### config.mk
export PLATFORM = sky130hd
export DESIGN_NAME = cfa_rb_interp_pipe_flat
export DESIGN_NICKNAME = d
export VERILOG_FILES = /design/src/rtl/cfa_rb_interp_pipe_if.sv /design/src/rtl/cfa_rb_interp_pipe.sv /design/src/flat_wrapper.sv
export SDC_FILE = /design/constraint.sdc
export NUM_CORES = 1
export LEC_CHECK = 0
export CAP_MARGIN = 20
export CORE_ASPECT_RATIO = 1.4
export CORE_UTILIZATION = 55
export CTS_CLUSTER_DIAMETER = 60
export CTS_CLUSTER_SIZE = 24
export DETAILED_ROUTE_END_ITERATION = 7
export PLACE_DENSITY = 0.92
export SLEW_MARGIN = 10
export SYNTH_ARGS = -nofsm -noshare
export SYNTH_HDL_FRONTEND = slang
export SYNTH_SLANG_ARGS = --single-unit
export TNS_END_PERCENT = 10
### constraint.sdc
create_clock -name clk -period 5.2 [get_ports clk]
set_input_delay 0.52 -clock clk [delete_from_list [all_inputs] [get_ports clk]]
set_output_delay 0.52 -clock clk [all_outputs]
set_load 0.005 [all_outputs]
### src/rtl/cfa_rb_interp_pipe_if.sv
// Sample/result handshake bundle for the CFA R/B chroma interpolation pipe.
// slave = the pipe, master = the window buffer / pixel packer side.
interface cfa_rb_interp_pipe_if #(parameter int DataBitWidth = 12) ();
  logic                    in_valid;
  logic                    in_ready;
  logic [1:0]              in_mode;
  logic [DataBitWidth-1:0] G_c;
  logic [DataBitWidth-1:0] G_n0, G_n1, G_n2, G_n3;
  logic [DataBitWidth-1:0] RB_n0, RB_n1, RB_n2, RB_n3;
  logic                    out_valid;
  logic                    out_ready;
  logic [DataBitWidth-1:0] RB_out;
  logic                    sat;

  modport master (
    output in_valid, in_mode, G_c, G_n0, G_n1, G_n2, G_n3,
           RB_n0, RB_n1, RB_n2, RB_n3, out_ready,
    input  in_ready, out_valid, RB_out, sat
  );

  modport slave (
    input  in_valid, in_mode, G_c, G_n0, G_n1, G_n2, G_n3,
           RB_n0, RB_n1, RB_n2, RB_n3, out_ready,
    output in_ready, out_valid, RB_out, sat
  );
endinterface

### src/rtl/cfa_rb_interp_pipe.sv
// Three-stage R/B interpolation: neighbour sums, colour-difference shift plus
// centre G, then clamp to pixel range. Elastic valid/ready with bubble collapse.

module cfa_rb_tap #(
  parameter int W   = 12,
  parameter int IDX = 0
) (
  input  logic [1:0]   mode,
  input  logic [W-1:0] rb,
  input  logic [W-1:0] g,
  output logic [W-1:0] rb_sel,
  output logic [W-1:0] g_sel
);
  logic en;

  // Taps 0/1 are the horizontal pair, 2/3 the vertical pair; bypass uses none.
  always_comb begin
    en = 1'b0;
    case (mode)
      2'd0:    en = 1'b1;
      2'd1:    en = (IDX < 2);
      2'd2:    en = (IDX >= 2);
      default: en = 1'b0;
    endcase
    rb_sel = en ? rb : '0;
    g_sel  = en ? g  : '0;
  end
endmodule

module cfa_rb_interp_pipe #(
  parameter int DataBitWidth = 12,
  parameter int ROUND        = 0
) (
  input  logic                clk,
  input  logic                rst,
  cfa_rb_interp_pipe_if.slave bus
);
  localparam int W        = DataBitWidth;
  localparam int NUM_TAPS = 4;
  localparam int STAGES   = 3;

  typedef struct packed {
    logic [W+1:0] srb;
    logic [W+1:0] sg;
    logic [1:0]   sh;
    logic [W-1:0] gc;
  } s1_t;

  logic [NUM_TAPS-1:0][W-1:0] rb_n, g_n, rb_sel, g_sel;
  logic [STAGES:1]            vld_pipe;
  logic                       ld1, ld2, ld3;
  s1_t                        s1_d, s1_q;
  logic signed [W+2:0]        d, rnd, q;
  logic signed [W+1:0]        v_d, s2_v;
  logic [W-1:0]               rb_d, rb_r;
  logic                       sat_d, sat_r;

  assign rb_n = {bus.RB_n3, bus.RB_n2, bus.RB_n1, bus.RB_n0};
  assign g_n  = {bus.G_n3, bus.G_n2, bus.G_n1, bus.G_n0};

  for (genvar i = 0; i < NUM_TAPS; i++) begin : g_tap
    cfa_rb_tap #(.W(W), .IDX(i)) u_tap (
      .mode   (bus.in_mode),
      .rb     (rb_n[i]),
      .g      (g_n[i]),
      .rb_sel (rb_sel[i]),
      .g_sel  (g_sel[i])
    );
  end

  // A stage advances when it is empty or its successor advances, so bubbles
  // are squeezed out even while the output is stalled.
  assign ld3          = !vld_pipe[3] || bus.out_ready;
  assign ld2          = !vld_pipe[2] || ld3;
  assign ld1          = !vld_pipe[1] || ld2;
  assign bus.in_ready = ld1;

  // S1: unselected taps arrive as zero, so the sums are just all four taps.
  always_comb begin
    s1_d = '0;
    for (int i = 0; i < NUM_TAPS; i++) begin
      s1_d.srb = s1_d.srb + {2'b00, rb_sel[i]};
      s1_d.sg  = s1_d.sg  + {2'b00, g_sel[i]};
    end
    case (bus.in_mode)
      2'd0:       s1_d.sh = 2'd2;
      2'd1, 2'd2: s1_d.sh = 2'd1;
      default:    s1_d.sh = 2'd0;
    endcase
    s1_d.gc = bus.G_c;
  end

  // S2: signed difference, optional half-LSB bias, floor shift, add centre G.
  always_comb begin
    rnd = '0;
    if (ROUND != 0) begin
      if (s1_q.sh == 2'd2)      rnd[1] = 1'b1;
      else if (s1_q.sh == 2'd1) rnd[0] = 1'b1;
    end
    d   = $signed({1'b0, s1_q.srb}) - $signed({1'b0, s1_q.sg}) + rnd;
    q   = d >>> s1_q.sh;
    v_d = $signed({2'b00, s1_q.gc}) + $signed(q[W+1:0]);
  end

  // S3: v spans [-(2^W-1), 2^(W+1)-2]; bit W+1 flags negative, bit W overflow.
  always_comb begin
    rb_d  = s2_v[W-1:0];
    sat_d = 1'b0;
    if (s2_v[W+1]) begin
      rb_d  = '0;
      sat_d = 1'b1;
    end else if (s2_v[W]) begin
      rb_d  = '1;
      sat_d = 1'b1;
    end
  end

  always_ff @(posedge clk or negedge rst) begin
    if (!rst) begin
      vld_pipe <= '0;
      s1_q     <= '0;
      s2_v     <= '0;
      rb_r     <= '0;
      sat_r    <= 1'b0;
    end else begin
      if (ld1) vld_pipe[1] <= bus.in_valid;
      if (ld2) vld_pipe[2] <= vld_pipe[1];
      if (ld3) vld_pipe[3] <= vld_pipe[2];
      if (ld1 && bus.in_valid) s1_q <= s1_d;
      if (ld2 && vld_pipe[1])  s2_v <= v_d;
      if (ld3 && vld_pipe[2]) begin
        rb_r  <= rb_d;
        sat_r <= sat_d;
      end
    end
  end

  assign bus.out_valid = vld_pipe[3];
  assign bus.RB_out    = rb_r;
  assign bus.sat       = sat_r;
endmodule

### src/flat_wrapper.sv
// flat-port wrapper written by rule: the top's interface ports become plain ports
module cfa_rb_interp_pipe_flat 
#(
  parameter int DataBitWidth = 12,
  parameter int ROUND        = 0
)
  (clk, rst, bus_in_valid, bus_in_mode, bus_G_c, bus_G_n0, bus_G_n1, bus_G_n2, bus_G_n3, bus_RB_n0, bus_RB_n1, bus_RB_n2, bus_RB_n3, bus_out_ready, bus_in_ready, bus_out_valid, bus_RB_out, bus_sat);
  cfa_rb_interp_pipe_if #(.DataBitWidth(DataBitWidth)) bus_i ();
  input  logic clk;
  input  logic rst;
  input wire logic [$bits(bus_i.in_valid)-1:0] bus_in_valid;
  input wire logic [$bits(bus_i.in_mode)-1:0] bus_in_mode;
  input wire logic [$bits(bus_i.G_c)-1:0] bus_G_c;
  input wire logic [$bits(bus_i.G_n0)-1:0] bus_G_n0;
  input wire logic [$bits(bus_i.G_n1)-1:0] bus_G_n1;
  input wire logic [$bits(bus_i.G_n2)-1:0] bus_G_n2;
  input wire logic [$bits(bus_i.G_n3)-1:0] bus_G_n3;
  input wire logic [$bits(bus_i.RB_n0)-1:0] bus_RB_n0;
  input wire logic [$bits(bus_i.RB_n1)-1:0] bus_RB_n1;
  input wire logic [$bits(bus_i.RB_n2)-1:0] bus_RB_n2;
  input wire logic [$bits(bus_i.RB_n3)-1:0] bus_RB_n3;
  input wire logic [$bits(bus_i.out_ready)-1:0] bus_out_ready;
  output wire logic [$bits(bus_i.in_ready)-1:0] bus_in_ready;
  output wire logic [$bits(bus_i.out_valid)-1:0] bus_out_valid;
  output wire logic [$bits(bus_i.RB_out)-1:0] bus_RB_out;
  output wire logic [$bits(bus_i.sat)-1:0] bus_sat;
  assign bus_i.in_valid = bus_in_valid;
  assign bus_i.in_mode = bus_in_mode;
  assign bus_i.G_c = bus_G_c;
  assign bus_i.G_n0 = bus_G_n0;
  assign bus_i.G_n1 = bus_G_n1;
  assign bus_i.G_n2 = bus_G_n2;
  assign bus_i.G_n3 = bus_G_n3;
  assign bus_i.RB_n0 = bus_RB_n0;
  assign bus_i.RB_n1 = bus_RB_n1;
  assign bus_i.RB_n2 = bus_RB_n2;
  assign bus_i.RB_n3 = bus_RB_n3;
  assign bus_i.out_ready = bus_out_ready;
  assign bus_in_ready = bus_i.in_ready;
  assign bus_out_valid = bus_i.out_valid;
  assign bus_RB_out = bus_i.RB_out;
  assign bus_sat = bus_i.sat;
  cfa_rb_interp_pipe #(.DataBitWidth(DataBitWidth), .ROUND(ROUND)) u_core (.clk(clk), .rst(rst), .bus(bus_i));
endmodule
==> flow_summary_export.csv, run 1 <==
group,metric,value,unit
outcome,outcome,"finished, final reports clean",
die,io_pins,129,
die,die-area,0.0140,mm^2
yosys,synth.lib_cells_used.distinct,64,
cts,clock_tree.htree_level_count,3,
drt,via_per_inst,5.49,
global_route,grt_max_degree,73,
place,placement.cell_area,0.00905,mm^2
power,max-vdd-ir-drop,376,uV
global_route,antenna_found_initial,0,
critical_path,crit_path_end_kind,"flop",
power,power-per-cell-area,558,mW/mm^2
final_layout,n_antenna_cell,0,
drt,antenna_violating_nets_remaining,0,
global_route,grt_usage,24.3,%
final_layout,regArea,0.00180,mm^2
drt,wire_per_inst,13.7,um
global_route,grt_overflow_total,0,
yosys,synth.yosys.warnings,0,
drt,drt_first_iter_violations,239,
cts,cts.sink_count,72,
timing,layout_worst_path_cycle_share,94.2,%
place,place_hpwl,13200,um
timing,final_hold_viol_count,0,
cts,cts_tree,"done",
flow_run,max-cap-violations,0,
cts,cts_max_path_buffers,2,
die,die_wd,100,um
yosys,synthFlopType,"dfrtp_1",
drt,drt-pass1-iter-count,5,
cts,cts_root_buffer,"clkbuf_16",
final_layout,combined_area_of_the_multi_input_logic_cells,0.00526,mm^2
min_path,hold_class,"input pin to asynchronous set/reset pin",
timing,worst_pin_slew,883,ps
critical_path,start_kind,"input pin",
drt,routedLengthMet1,6650,um
yosys,syn_avg_cell_area,8.61,um^2
final_layout,fillerInstances,941,
drt,dr_wl_met2,8580,um
critical_path,slowest_stage,"fa_1",
yosys,syn_inst,865,
critical_path,worst_path_largest_cell_delay,560,ps
final_layout,drive_gt1_share,9.72,%
place,place_ws,-123,ps
timing,clock.fmax,204,MHz
final_layout,final_nets,1224,
die,fp.coreArea,0.0131,mm^2
timing,finalSetupViolations,0,
critical_path,worstPathArrival,5090,ps
timing,maxSlewViolCount,0,
yosys,number_of_synthesized_flops_with_an_enable_pin,0,
timing,worst_slack,301,ps
global_route,grt_pass1_vias,6619,
timing,relSlewSlack,41.1,%
final_layout,syn_to_final_growth,26.0,%
drt,route.detailed.drc,0,
die,chipHeight,140,um
cts,worst_setup_hold_path_clk_slew,60,ps
drt,vias,6517,
critical_path,crit_required,5400,ps
power,total_power,5.23,mW
yosys,post_synth_instance_area,0.00745,mm^2
final_layout,final_cell_mix,"clkdlybuf4s50_1, nand2_1, inv_1",
place,routabilityCongestion,0.882,
final_layout,post-route-cell-area,0.00939,mm^2
timing,layout_skew,5.98,ps
place,io_buffer_count,128,
cts,clk-insertion-delay-late,330,ps
cts,cts_setup_buffers,0,
critical_path,worstPathCellList,"clkdlybuf4s50_1 -> buf_4 -> ha_2 -> nor2_2 -> buf_4 -> nor2b_1 -> ha_1 -> inv_1 -> fa_1 -> xor2_1 -> fa_1 -> inv_1 -> ha_1 -> a21o_1 -> a21o_1 -> a2111oi_2 -> nor3_2 -> a2111oi_4 -> a21oi_1 -> xnor2_1 -> o21ai_1",
yosys,ys_ff_latch,72,
drt,wl_met3,461,um
die,start_util,57.1,%
yosys,async_reset_ff_share,100,%
critical_path,critical_path_type,"input pin to flop",
cts,numCtsBuffers,9,
drt,highest-signal-layer,"met4",
global_route,grt_pass1_wl,27700,um
yosys,synth-seq-area-share,24.2,%
die,fp-row-count,49,
drt,routed_wl,16300,um
critical_path,number_of_cells_on_the_worst_reg_to_reg_path,16,
timing,min_period,4900,ps
final_layout,layout.cells.most_common,"clkdlybuf4s50_1",
critical_path,crit_path_max_fanout,5,
yosys,synthesis.nets,1086,
power,power_leakage,4.43,nW
## synthesized netlist by cell type (5+ instances only)
master | number | area share (%)
xor2_1 | 24 | 2.8
nand2b_1 | 15 | 1.3
inv_1 | 81 | 4.1
o31ai_1 | 18 | 1.8
and3_1 | 5 | 0.42
or3_1 | 6 | 0.50
a21oi_1 | 40 | 2.7
mux2_2 | 23 | 3.5
clkbuf_1 | 25 | 1.3
xnor2_1 | 28 | 3.3
nand3_1 | 11 | 0.74
fa_1 | 30 | 8.1
nor2_1 | 50 | 2.5
nor2b_1 | 57 | 4.8
nor3_1 | 18 | 1.2
mux2i_1 | 11 | 1.5
o21a_1 | 10 | 1.0
a31oi_1 | 5 | 0.42
a21o_1 | 20 | 2.0
dfrtp_1 | 72 | 24
nand2_1 | 116 | 5.8
o21ai_1 | 10 | 0.67
o21ai_0 | 45 | 3.0
ha_1 | 77 | 13
## cell type report
type | instances | area share [%]
Clock buffer | 11 | 2.59
Sequential cell | 72 | 19.2
Tap cell | 178 | 2.37
Clock inverter | 5 | 0.853
Inverter | 83 | 3.32
Timing Repair Buffer | 154 | 15.7
Multi-Input combinational cell | 683 | 56.0
## worst max-delay path, delay by kind of cell
kind | cells | cell delay, ps
adders and majority gates | 5 | 1640
buffers and inverters | 5 | 850
AOI/OAI and AO/OA | 6 | 1390
xor gates and xnor gates | 2 | 340
and+or+nand+nor | 3 | 340
## power breakdown
part           internal, mW  switching (mW)  leakage, nW
Sequential            0.780           0.163        0.873
Combinational          1.70            1.93         3.41
Clock                 0.432           0.229        0.152
Total                  2.91            2.32         4.43
## what timing repair did
action	in CTS	in global routing
resized for setup	0	4
endpoints found under the hold margin	0	0
hold buffers	0	0
setup endpoints to repair	0	4
## stage by stage
step | hold WS [ps] | setup TNS (ps) | std cells | util (%)
floorplan | 224 | 0 | 865 | -
global placement | 459 | 0 | 1170 | 69.3
detailed placement | 466 | -306 | 1170 | 69.3
CTS | 412 | 0 | 1186 | 71.8
global route | 476 | -49.1 | 1186 | 71.9
finish | 395 | 0 | 1186 | 71.9
## layer usage
layer / up-vias / GRT usage (%)
met5: - / 0
met1: 3059 / 26.1
met2: 166 / 45.6
met3: 37 / 3.21
li1: 3255 / -
met4: 0 / 11.5
## kinds of logic after synthesis
group	synth area share, %
xor gates and xnor gates	6.11
adders and majority gates	21.0
buffers and inverters	5.56
AOI/OAI and AO/OA	18.6
and+or+nand+nor	18.7
DFF	24.2
muxes	5.86
## registers in the layout, summed over array words and instances (netlist names)
register and flops:
u_core.bus.sat 1, u_core.bus.RB_out 12, u_core.vld_pipe 3, u_core.s1_q 42, u_core.s2_v 14
## path summary, 6_finish.rpt
kind | slack, ps | from | to
setup / recovery | 300 | bus_in_mode[0] | u_core.s1_q[40]$_DFFE_PN0P_
hold / removal | 390 | rst | u_core.bus.RB_out[2]$_DFFE_PN0P_
setup reg to reg | 1080 | u_core.s1_q[14]$_DFFE_PN0P_ | u_core.s2_v[12]$_DFFE_PN0P_
hold reg to reg | 480 | u_core.bus.RB_out[4]$_DFFE_PN0P_ | u_core.bus.RB_out[4]$_DFFE_PN0P_
max in group asynchronous | 4240 | rst | u_core.s2_v[13]$_DFFE_PN0P_
min in group clk | 480 | u_core.bus.RB_out[4]$_DFFE_PN0P_ | u_core.bus.RB_out[4]$_DFFE_PN0P_
(Power assumes the default switching activity.)
==> run 2: changes to the inputs <==
--- a/config.mk
+++ b/config.mk
@@ -14,2 +14,3 @@
 export PLACE_DENSITY = 0.92
+export REMOVE_ABC_BUFFERS = 1
 export SLEW_MARGIN = 10
--- a/constraint.sdc
+++ b/constraint.sdc
@@ -3,2 +3,2 @@
 set_output_delay 0.52 -clock clk [all_outputs]
-set_load 0.005 [all_outputs]
+set_load 0.01 [all_outputs]
==> run 2 against run 1 <==
Critical path depth up 4. Die area unchanged. Sequential power about the same. Worst setup slack worse by 59 ps. Wire length up 2.3%. Cell area up 1.7%. Core utilization up 1.3 points. Sequential share of layout area down 0.33 points. Critical endpoint is now u_core.s1_q[26]$_DFFE_PN0P_.
==> flow_summary_export.csv, run 2 (synthesized netlist as in run 1, its figures left out) <==
group,metric,value,unit
die,start_util,57.1,%
die,die_wd,100,um
critical_path,number_of_cells_on_the_worst_reg_to_reg_path,16,
outcome,outcome,"finished, final reports clean",
flow_run,max-cap-violations,0,
final_layout,post-route-cell-area,0.00955,mm^2
final_layout,final_cell_mix,"clkdlybuf4s50_1, nand2_1, inv_1",
die,die-area,0.0140,mm^2
drt,routed_wl,16700,um
timing,worst_pin_slew,868,ps
cts,worst_setup_hold_path_clk_slew,60,ps
timing,finalSetupViolations,0,
power,max-vdd-ir-drop,325,uV
timing,worst_slack,242,ps
critical_path,r2r-end,"u_core.s2_v[12]$_DFFE_PN0P_",
global_route,grt_overflow_total,0,
timing,clock.fmax,202,MHz
place,placement.cell_area,0.00921,mm^2
timing,rsz_0062_raised_after_global_routing,"true",
cts,cts_root_buffer,"clkbuf_16",
drt,via_per_inst,5.45,
global_route,antenna_found_initial,0,
global_route,grt_pass1_wl,27900,um
place,place_ws,-363,ps
cts,clock_tree.htree_level_count,3,
drt,wire_per_inst,13.8,um
critical_path,crit_required,5410,ps
drt,drt-pass1-iter-count,6,
timing,layout_skew,9.43,ps
die,fp-row-count,49,
cts,clk-insertion-delay-late,340,ps
drt,antenna_violating_nets_remaining,0,
critical_path,critical_path_type,"input pin to flop",
critical_path,crit_path_max_fanout,17,
power,power-per-cell-area,545,mW/mm^2
critical_path,crit_path_end_kind,"flop",
timing,hold_slack,391,ps
cts,numCtsBuffers,9,
critical_path,capturing_element_of_the_worst_setup_path,"u_core.s1_q[26]$_DFFE_PN0P_",
final_layout,postLayoutCoreUtil,73.1,%
cts,cts_setup_buffers,0,
final_layout,final_nets,1245,
final_layout,layout.cells.most_common,"clkdlybuf4s50_1",
drt,route.detailed.drc,0,
final_layout,drive_gt1_share,12.0,%
drt,drt_first_iter_violations,208,
place,place_hpwl,13500,um
global_route,grt_max_degree,73,
die,fp.coreArea,0.0131,mm^2
min_path,hold_class,"input pin to asynchronous set/reset pin",
global_route,grt_usage,24.5,%
critical_path,regToRegStartpoint,"u_core.s1_q[14]$_DFFE_PN0P_",
final_layout,n_antenna_cell,0,
final_layout,fillerInstances,921,
place,routabilityCongestion,0.877,
timing,maxSlewViolCount,0,
drt,vias,6576,
global_route,grt_pass1_vias,6776,
timing,min_period,4960,ps
cts,cts_max_path_buffers,2,
timing,relSlewSlack,42.2,%
final_layout,syn_to_final_growth,28.2,%
die,chipHeight,140,um
timing,layout_worst_path_cycle_share,95.3,%
timing,final_hold_viol_count,0,
final_layout,max_reg_flops,42,
cts,cts_tree,"done",
critical_path,worst_case_register_to_register_setup_slack,1100,ps
final_layout,top_register,"u_core.s1_q",
critical_path,worstPathArrival,5170,ps
cts,cts.sink_count,72,
critical_path,start_kind,"input pin",
power,power_leakage,4.54,nW
die,io_pins,129,
critical_path,crit_start,"bus_in_mode[0]",
place,io_buffer_count,128,
-- run 2: worst min-delay path by stage --
stage                                           from  depth (start not counted)                                to  slack [ps]
floorplan                                        rst                          0  u_core.bus.RB_out[0]$_DFFE_PN0P_         220
global placement    u_core.bus.RB_out[2]$_DFFE_PN0P_                          2  u_core.bus.RB_out[2]$_DFFE_PN0P_         460
detailed placement  u_core.bus.RB_out[2]$_DFFE_PN0P_                          2  u_core.bus.RB_out[2]$_DFFE_PN0P_         470
CTS                                              rst                          2        u_core.s2_v[0]$_DFFE_PN0P_         420
global route                                     rst                          2        u_core.s2_v[2]$_DFFE_PN0P_         470
finish                                           rst                          2        u_core.s1_q[3]$_DFFE_PN0P_         390
-- run 2: where the power goes --
group / switching [mW] / internal [mW] / leakage [nW] / total, mW
Clock: 0.228 / 0.383 / 0.145 / 0.611
Sequential: 0.162 / 0.780 / 0.873 / 0.943
Combinational: 1.91 / 1.74 / 3.52 / 3.65
-- run 2: per-layer routing --
layer / vias up / GRT usage (%) / part of all wire [%]
met5: - / 0 / 0
met4: 0 / 11.3 / 3.4
met3: 49 / 3.87 / 3.0
met2: 169 / 48.0 / 55
met1: 3084 / 24.6 / 39
li1: 3274 / - / -
-- run 2: final cells by class --
| type | instances | area (um^2) | area share (%) |
|---|---|---|---|
| Multi-Input combinational cell | 683 | 5280 | 55.3 |
| Sequential cell | 72 | 1800 | 18.9 |
| Timing Repair Buffer | 175 | 1630 | 17.1 |
| Inverter | 83 | 312 | 3.26 |
| Clock buffer | 11 | 243 | 2.54 |
| Tap cell | 178 | 223 | 2.33 |
| Clock inverter | 5 | 56.3 | 0.590 |
-- run 2: critical path: stages --
cell and delay [ps]:
clkdlybuf4s50_1 530, inv_1 80, ha_2 230, nor2_4 140
buf_6 180, nor2b_1 60, ha_1 210, inv_1 70
fa_1 200, nor2b_1 60, o21ai_1 160, nand2b_1 90
a21o_1 190, a21o_1 210, xnor2_1 180, fa_1 560
inv_1 40, ha_1 230, or3_1 340, o21ai_0 140
nor3_2 110, a2111oi_4 300, a21oi_2 130, xnor2_1 140
o21ai_1 70
-- run 2: what timing repair did --
item	4_1_cts	5_1_grt
setup endpoints to repair	1	7
hold endpoints to repair	0	0
pin swaps	0	1
gates resized for setup	1	14
hold buffers	0	0
-- run 2: per-stage QoR --
| step | total power, mW | cells | setup TNS (ps) |
|---|---|---|---|
| after floorplan | 3.68 | 838 | -7300 |
| after global placement | 4.38 | 1191 | -79.7 |
| after detailed placement | 4.54 | 1191 | -1850 |
| after CTS | 5.19 | 1207 | 0 |
| after global routing | 5.68 | 1207 | -14.0 |
| final | 5.20 | 1207 | 0 |
==> run 3: changes to the inputs <==
TNS_END_PERCENT = not set   (was 10)
==> run 3 against run 2 <==
Critical path depth fell by 1. Wire length rose by 1.3%. Die area did not move. Non-clock buffer count did not move. Clock power barely moved. Register-to-register slack barely moved. Global-route usage did not move. Clock-buffer cell count did not move. Via count rose by 0.18%. Maximum frequency fell by 0.95%. Sequential share of layout area barely moved. Cell count did not move. Critical endpoint unchanged. Largest cell class unchanged.
==> flow_summary_export.csv, run 3 (synthesized netlist as in run 1, its figures left out) <==
group,metric,value,unit
critical_path,start_kind,"input pin",
critical_path,critical_path_type,"input pin to flop",
power,max-vdd-ir-drop,325,uV
timing,fin_setup_tns,0,ps
cts,cts_setup_buffers,0,
drt,highest-signal-layer,"met4",
timing,relSlewSlack,42.0,%
cts,cts_tree,"done",
drt,routedLengthMet1,6570,um
place,place_hpwl,13500,um
critical_path,crit_path_end_kind,"flop",
final_layout,fillerInstances,915,
final_layout,final_cell_mix,"clkdlybuf4s50_1, nand2_1, inv_1",
final_layout,drive_gt1_share,11.9,%
final_layout,postLayoutCoreUtil,73.3,%
die,fp.coreArea,0.0131,mm^2
power,power_leakage,4.55,nW
global_route,grt_max_degree,73,
cts,cts.sink_count,72,
die,die-area,0.0140,mm^2
critical_path,crit_required,5410,ps
critical_path,slowest_stage,"fa_1",
drt,dr_wl_met2,9240,um
timing,final_hold_viol_count,0,
cts,cts_hold_buffers,0,
cts,cts_root_buffer,"clkbuf_16",
power,power-per-cell-area,545,mW/mm^2
die,start_util,57.1,%
final_layout,top_register,"u_core.s1_q",
flow_run,max-cap-violations,0,
global_route,grt_pass1_wl,27900,um
critical_path,crit_path_max_fanout,17,
critical_path,worstPathCellList,"clkdlybuf4s50_1 -> inv_1 -> ha_4 -> nor2_4 -> buf_6 -> nor2b_1 -> ha_1 -> inv_1 -> fa_1 -> nor2b_1 -> o21ai_1 -> nand2b_1 -> a21o_1 -> a21o_1 -> a31oi_1 -> xor2_1 -> fa_1 -> inv_1 -> ha_1 -> and3_1 -> a2111oi_4 -> a21oi_2 -> xnor2_1 -> o21ai_1",
final_layout,n_antenna_cell,0,
place,io_buffer_count,128,
timing,layout_skew,10.1,ps
min_path,hold_class,"input pin to asynchronous set/reset pin",
timing,maxSlewViolCount,0,
critical_path,path_buf_inv,5,
drt,via_per_inst,5.46,
final_layout,syn_to_final_growth,28.4,%
drt,vias,6588,
cts,clock_tree.htree_level_count,3,
die,fp-row-count,49,
outcome,outcome,"finished, final reports clean",
final_layout,layout.cells.most_common,"clkdlybuf4s50_1",
critical_path,worst_path_largest_cell_delay,550,ps
timing,min_period,5010,ps
cts,worst_setup_hold_path_clk_slew,60,ps
global_route,grt_pass1_vias,6776,
cts,clk-insertion-delay-late,340,ps
cts,cts_max_path_buffers,2,
final_layout,final_nets,1245,
die,io_pins,129,
drt,wire_per_inst,14.0,um
drt,wl_met3,489,um
die,chipHeight,140,um
timing,worst_pin_slew,869,ps
drt,antenna_violating_nets_remaining,0,
final_layout,max_reg_flops,42,
critical_path,timing.critical_path.mode_cell,"inv_1",
timing,finalSetupViolations,0,
global_route,grt_overflow_total,0,
drt,route.detailed.drc,0,
drt,routed_wl,16900,um
global_route,grt_usage,24.5,%
cts,numCtsBuffers,9,
timing,clock.fmax,200,MHz
timing,layout_worst_path_cycle_share,96.3,%
global_route,antenna_found_initial,0,
die,die_wd,100,um
place,routabilityCongestion,0.877,
drt,drt-pass1-iter-count,5,
drt,drt_first_iter_violations,193,
critical_path,worst_path_dominant_cell_family,"adder cells",
timing,hold_slack,391,ps
critical_path,worstPathArrival,5220,ps
-- run 3: cell count changes in the layout (fill, tap and decap cells not counted), sizes merged --
cell	previous run	this run
clkdlybuf4s50	127	126
dlymetal6s2s	0	1
-- run 3: final cells by class --
cell class | instances | area (um^2) | area share [%]
clock buffer | 11 | 243 | 2.54
clock inverter | 5 | 56.3 | 0.589
inverter | 83 | 312 | 3.26
multi-input combinational | 683 | 5300 | 55.4
sequential | 72 | 1800 | 18.8
tap | 178 | 223 | 2.33
timing repair buffer | 175 | 1640 | 17.1
-- run 3: metal layers --
metal	vias to the layer above	track usage (%)
met5	-	0
met4	0	11.3
met3	47	3.87
met2	163	48.0
met1	3103	24.6
li1	3275	-
-- run 3: report_power, final --
group | switching, mW | internal, mW
Clock | 0.230 | 0.383
Sequential | 0.163 | 0.780
Combinational | 1.91 | 1.74
-- run 3: worst paths after layout --
check / start / end / slack, ps / cells after the start
setup reg to reg: u_core.s1_q[14]$_DFFE_PN0P_ / u_core.s2_v[12]$_DFFE_PN0P_ / 1090 / 16
hold reg to reg: u_core.bus.RB_out[1]$_DFFE_PN0P_ / u_core.bus.RB_out[1]$_DFFE_PN0P_ / 470 / 2
max in group asynchronous: rst / u_core.s1_q[9]$_DFFE_PN0P_ / 4250 / 2
min in group clk: u_core.bus.RB_out[1]$_DFFE_PN0P_ / u_core.bus.RB_out[1]$_DFFE_PN0P_ / 470 / 2
hold / removal: rst / u_core.s1_q[3]$_DFFE_PN0P_ / 390 / 2
setup / recovery: bus_in_mode[1] / u_core.s1_q[26]$_DFFE_PN0P_ / 190 / 24
-- run 3: worst register-to-register path, cell delays in order, from the launching register on --
cell,delay [ps]
dfrtp_1,380
ha_1,240
fa_1,450
nor2b_4,150
o31a_4,160
a21oi_1,60
mux2_2,280
mux2_2,300
fa_1,460
a211o_2,320
a21oi_1,220
o21ai_0,170
a21oi_1,230
a21oi_1,110
inv_1,90
o41ai_1,70
a211o_1,290
-- run 3: through the flow --
step                instances  setup WS (ps)  instance area [um^2]  total power, mW
detailed placement       1191           -363                  9210             4.54
floorplan                 838           -745                  7350             3.68
global route             1207          -17.5                  9570             5.68
CTS                      1207           20.9                  9510             5.19
finish                   1207            194                  9570             5.21
global placement         1191          -43.2                  9210             4.38
-- run 3: repair_timing --
item | in CTS | in global routing
setup endpoints to repair | 1 | 7
resized for setup | 1 | 16
cloned | 0 | 0
pin swaps | 0 | 1
